`src/rtl/r_control.sv`:
```
// Read-side pointer and flag controller of an asynchronous FIFO.
// Synchronises the write Gray pointer into rclk and derives registered empty/almost-empty/occupancy/underflow.
module r_control #(
    parameter int ADDSIZE  = 8,
    parameter int AE_LEVEL = 2
) (
    input  logic               rclk,
    input  logic               rrst_n,
    input  logic               rinc,
    input  logic [ADDSIZE:0]   wptr,
    output logic [ADDSIZE-1:0] raddr,
    output logic [ADDSIZE:0]   rptr,
    output logic               rempty,
    output logic               raempty,
    output logic [ADDSIZE:0]   rcount,
    output logic               runderflow
);

    localparam int               PW     = ADDSIZE + 1;
    localparam logic [ADDSIZE:0] AE_THR = PW'(AE_LEVEL);
    localparam logic [ADDSIZE:0] PZERO  = '0;

    function automatic logic [ADDSIZE:0] bin2gray(input logic [ADDSIZE:0] b);
        return (b >> 1) ^ b;
    endfunction

    function automatic logic [ADDSIZE:0] gray2bin(input logic [ADDSIZE:0] g);
        logic [ADDSIZE:0] b;
        b[ADDSIZE] = g[ADDSIZE];
        for (int i = ADDSIZE - 1; i >= 0; i--) begin
            b[i] = b[i+1] ^ g[i];
        end
        return b;
    endfunction

    logic [ADDSIZE:0] r_rbin;
    logic [ADDSIZE:0] r_rptr;
    logic [ADDSIZE:0] r_wptr_s1;
    logic [ADDSIZE:0] r_wptr_s2;
    logic             r_empty;
    logic             r_aempty;
    logic [ADDSIZE:0] r_count;
    logic             r_underflow;

    logic             w_rd_en;
    logic [ADDSIZE:0] w_rbin_next;
    logic [ADDSIZE:0] w_rgray_next;
    logic [ADDSIZE:0] w_wbin;
    logic [ADDSIZE:0] w_occ_next;

    // Next-state pointer and occupancy; all flags share one (wptr_s2, rbin_next) pair.
    always_comb begin
        w_rd_en      = rinc & ~r_empty;
        w_rbin_next  = r_rbin + {{ADDSIZE{1'b0}}, w_rd_en};
        w_rgray_next = bin2gray(w_rbin_next);
        w_wbin       = gray2bin(r_wptr_s2);
        w_occ_next   = w_wbin - w_rbin_next;
    end

    // Pointer, synchroniser and flag registers with synchronous active-low reset.
    always_ff @(posedge rclk) begin
        if (!rrst_n) begin
            r_rbin      <= PZERO;
            r_rptr      <= PZERO;
            r_wptr_s1   <= PZERO;
            r_wptr_s2   <= PZERO;
            r_empty     <= 1'b1;
            r_aempty    <= 1'b1;
            r_count     <= PZERO;
            r_underflow <= 1'b0;
        end else begin
            r_rbin      <= w_rbin_next;
            r_rptr      <= w_rgray_next;
            r_wptr_s1   <= wptr;
            r_wptr_s2   <= r_wptr_s1;
            r_empty     <= (w_rgray_next == r_wptr_s2);
            r_aempty    <= (w_occ_next <= AE_THR);
            r_count     <= w_occ_next;
            r_underflow <= r_underflow | (rinc & r_empty);
        end
    end

    assign raddr      = r_rbin[ADDSIZE-1:0];
    assign rptr       = r_rptr;
    assign rempty     = r_empty;
    assign raempty    = r_aempty;
    assign rcount     = r_count;
    assign runderflow = r_underflow;

endmodule

```
`config.mk`:
```
export PLATFORM = sky130hd
export DESIGN_NAME = r_control
export DESIGN_NICKNAME = d
export VERILOG_FILES = /design/src/rtl/r_control.sv
export SDC_FILE = /design/constraint.sdc
export NUM_CORES = 1
export LEC_CHECK = 0
export ABC_AREA = 0
export BUFFER_PORTS_ARGS = -buffer_cell sky130_fd_sc_hd__buf_2
export CAP_MARGIN = 20
export CORE_MARGIN = 1
export CORE_UTILIZATION = 55
export CTS_CLUSTER_DIAMETER = 100
export CTS_CLUSTER_SIZE = 16
export DETAILED_ROUTE_END_ITERATION = 7
export PLACE_DENSITY = 0.86
export SETUP_SLACK_MARGIN = 0.15
export SYNTH_ARGS = -nofsm -noshare
export SYNTH_HDL_FRONTEND = slang
export SYNTH_SLANG_ARGS = --single-unit
```
`constraint.sdc`:
```
create_clock -name rclk -period 8.66 [get_ports rclk]
set_clock_uncertainty 0.2 [all_clocks]
set_input_delay 0.866 -clock rclk [delete_from_list [all_inputs] [get_ports rclk]]
set_output_delay 0.866 -clock rclk [all_outputs]
set_load 0.05 [all_outputs]
```
# == After elaboration in Yosys (flattened, before gate mapping) ==
# Cells that the tools add are included.
# classes
add_sub_neg,2
n_mul,0
div,0
order_cmp,1
eq_ne,1
n_shift,0
mux,0
bitwise_logic,13
n_reduce_logical,0
# ops
operator,count
$add A9 B1 Y9,1
$eq A9 B9 Y1,1
$le A9 B2 Y1 const B,1
$sub A9 B9 Y9,1
$xor A8 B9 Y9,1
$xor A1 B1 Y1,8
$and A1 B1 Y1,2
$not A1 Y1,1
$or A1 B1 Y1,1
# totals
reg_bits,48
latch_bits,0
ram_bits,0
romBits,0
inputBits,12
out_inout_bits,29
elab_cells,25
mem_count,0

# == Depth between registers and ports, before layout ==
# logic_depth
word_depth,10
ltp_mapped,15
mapped_depth_nobuf,15

# == Worst setup path before layout ==
# No wires, ideal clock.
# synth_path
path_kind,register to register
startpoint,reg r_wptr_s2[8]
endpoint,reg r_aempty (netlist: raempty)
setup_time_ns,0.101
t_arrival_ns,3.651
t_required_ns,8.359
path_slack_ns,4.708
path_stages_with_launch,16
path_buffers,0
synth_period_minus_slack_ns,3.952
cell_sequence,dfxtp_1 xor3_2 xnor2_2 xor2_2 xor2_2 xnor3_2 xnor2_1 ha_1 inv_1 fa_1 a21oi_1 o2111ai_1 xnor2_1 a2111oi_0 nand2_1 o41ai_1
# synth_via
elab_chain_len,10
# synth_lines
item,line_no,text
from (decl),39,logic [ADDSIZE:0] r_wptr_s2;
from (signal assigned),75,r_wptr_s2 <= r_wptr_s1;
$xor A1 B1 Y1 (8 in a row),31,b[i] = b[i+1] ^ g[i];
$sub A9 B9 Y9 *,57,w_occ_next = w_wbin - w_rbin_next;
$le A9 B2 Y1 *,77,r_aempty <= (w_occ_next <= AE_THR);
to (signal assigned),77,
to (decl),41,logic r_aempty;
# Every way passes the cells marked *; elsewhere a longest branch is shown, timed or not.
# A chain may end at the register's enable or synchronous reset.

# == Final worst setup path ==
# Same ends and word-level chain as after synthesis.

==> flow_metrics.tcl <==
set metrics [dict create \
    status "finished clean" \
    wl_per_cell_um 13.2 \
    switching_share_pct 33.9 \
    worstSetupPathType "flip-flop to flip-flop" \
    grt_max_degree 48 \
    ys_types 37 \
    grt_pass1_vias 1452 \
    fillers 298 \
    syn_nets 242 \
    worstHoldPathType "flip-flop to flip-flop" \
    gp_congestion 0.836 \
    ctsResizeCount 0 \
    rsz0062_at_grt "no" \
    ant_nets 0 \
    pwr-share-seq_pct 41.5 \
    p_clk_share_pct 27.8 \
    viasPerCell 5.22 \
    power.total_uw 578 \
    syn_area_um2 2230 \
    dr.pass1.iters 4 \
    slew_violations 0 \
    path_clk_slew_ps 90 \
    clk_latency_ps 310 \
    setup_tns_ps 0 \
    ys_seq_elements 47 \
    power_switching_uw 196 \
    antenna_found_initial 0 \
    seq_area_frac_synth_pct 42.2 \
    gr-total-overflow 0 \
    ys_top_cells_by_area "dfxtp_1, and2_1, xor2_1" \
    first_iter_violations 172 \
    clock_sinks 47 \
    antennaDiodeCount 0 \
    die_area_um2 4310 \
    root_buffer "clkbuf_8" \
    critPathLaunchType "flip-flop" \
    synth_ff_type "dfxtp_1" \
    die_height_um 65.7 \
    die_x_um 65.7 \
    synth_area_per_cell_um2 10.2 \
    dp_hpwl_mm 2.99 \
    fin_crit_sh_pct 50.3 \
    peakVddDrop_uv 137 \
    cp.required_ps 8670 \
    max_stage_delay_ps 490 \
    ctsHoldBuffers 0 \
    synth_common_cells "dfxtp_1, and2_1, xor2_1" \
    cts_tree "built" \
    cp-end-kind "flip-flop" \
    vias 1603 \
    drc 0 \
    p_leak_nw 1.19 \
    htree_levels 2 \
    async_reset_ff_share_pct 0 \
    setup_viol 0 \
    grt_usage_pct 20.6 \
    crit_family "XOR/XNOR gates" \
    power.density_nw_per_um2 225 \
    slew_headroom_pct 50.7 \
    ios 41 \
    core_um2 3770 \
    cp.arrival_ps 4360 \
    synth_top_area_cell "dfxtp_1" \
    drive_above_1_share_pct 20.8 \
    cts_setup_buffers 0 \
    fmax_mhz 230 \
    fp-row-count 22 \
    nets 281 \
    yosysTopAreaCellShare_pct 42.2 \
    grt_first_pass_wirelength_mm 6.48 \
    portBuffers 40 \
    cts_made_buffers 5 \
    cts_max_path_buffers 2 \
    hold_violations 0 \
    drv_cap 0 \
    critical_path_buf_inv_count 1 \
    synth_edf_count 0 \
    slowest_stage "xor3_2" \
    yosysWarnings 0 \
    intPower_uw 382 \
    fin_crit_ps 4350 \
    start_util_pct 59.1 \
    drt-total-wl_mm 4.06 \
    synth_most_common_cell "dfxtp_1" \
    worst_pin_slew_ps 737 \
    critPathMaxFanout 3 \
    syn_inst 219 \
    comb_power_share_pct 30.6 \
    syn_to_final_growth_pct 15.4 \
    path_cells "xor3_2 -> xnor2_2 -> xor2_2 -> xor2_2 -> xnor3_2 -> xnor2_1 -> ha_1 -> inv_1 -> fa_1 -> a21oi_1 -> o2111ai_1 -> xnor2_1 -> a2111oi_0 -> nand2_1 -> o41ai_1" \
]
## power by group through the flow
stage	registers [mW]	logic, mW	clock network (mW)
after floorplan	0.296	0.0889	0
after global placement	0.245	0.172	0
after detailed placement	0.245	0.176	0
after CTS	0.240	0.176	0.163
after global routing	0.242	0.191	0.173
final	0.240	0.177	0.161
## worst paths after layout
kind / start / to / slack, ps / cells after the start
max reg2reg: r_wptr_s2[8] / raempty / 4310 / 15
min reg2reg: r_wptr_s1[4] / r_wptr_s2[4] / 240 / 1
max: r_wptr_s2[8] / raempty / 4310 / 15
min: r_wptr_s1[4] / r_wptr_s2[4] / 240 / 1
## metrics by stage
| stage | utilization [%] | hold slack, ps | worst slack [ps] | instance area, um2 | instances |
|---|---|---|---|---|---|
| after floorplan | - | 212 | 4710 | 2230 | 219 |
| after global placement | 65.2 | 215 | 4590 | 2460 | 299 |
| after detailed placement | 65.2 | 218 | 4310 | 2460 | 299 |
| after CTS | 68.2 | 239 | 4270 | 2570 | 307 |
| after global routing | 68.2 | 249 | 4040 | 2570 | 307 |
| final | 68.2 | 237 | 4310 | 2570 | 307 |
## registers in the layout, indices dropped and copies added, names as in the netlist
signal,count
r_rbin,9
r_wptr_s1,9
r_wptr_s2,9
raempty,1
rcount,9
rempty,1
rptr,8
runderflow,1
## cells in the final DEF (no fill, tap or decap), drive strengths merged, types with 2 or more instances in the layout
cell type  netlist  final
nor3             5      5
clkbuf           8      5
and2            36     36
o211ai           3      3
o21a             2      2
nor2b           13     13
nor2             6      6
xor3             2      2
and3             2      2
buf              0     40
nand2            7      7
xnor2           13     13
clkinv           0      2
and4b            2      2
o21ai            5      5
ha              10     10
o2111ai          2      2
xnor3            3      3
dfxtp           47     47
mux2i            2      2
o41ai            2      2
xor2            20     20
a21oi            3      3
inv             11     11
nand3            6      6
## cell type report
cell class	instances	area [um2]	area share, %
multi-input combinational	153	1220	47.3
sequential	47	941	36.6
timing repair buffer	40	200	7.79
clock buffer	5	68.8	2.68
tap	48	60.1	2.34
clock inverter	3	43.8	1.70
inverter	11	41.3	1.61
## kinds of logic (layout without fill, tap and decap cells)
kind of cell / count (synthesis) / count (layout) / synth area share [%]
xor+xnor: 38 / 38 / 19.4
fa+ha+maj: 11 / 11 / 6.51
mux: 2 / 2 / 0.898
flops: 47 / 47 / 42.2
buf+inv: 19 / 59 / 3.20
simple gates: 80 / 80 / 20.8
compound gates: 22 / 22 / 6.91
## layer usage
metal	share of wire (%)	GRT usage, %
met2	48	34.4
met5	0	0
met1	45	25.2
met4	1.5	7.34
met3	5.5	5.21
(Power assumes the default switching activity.)
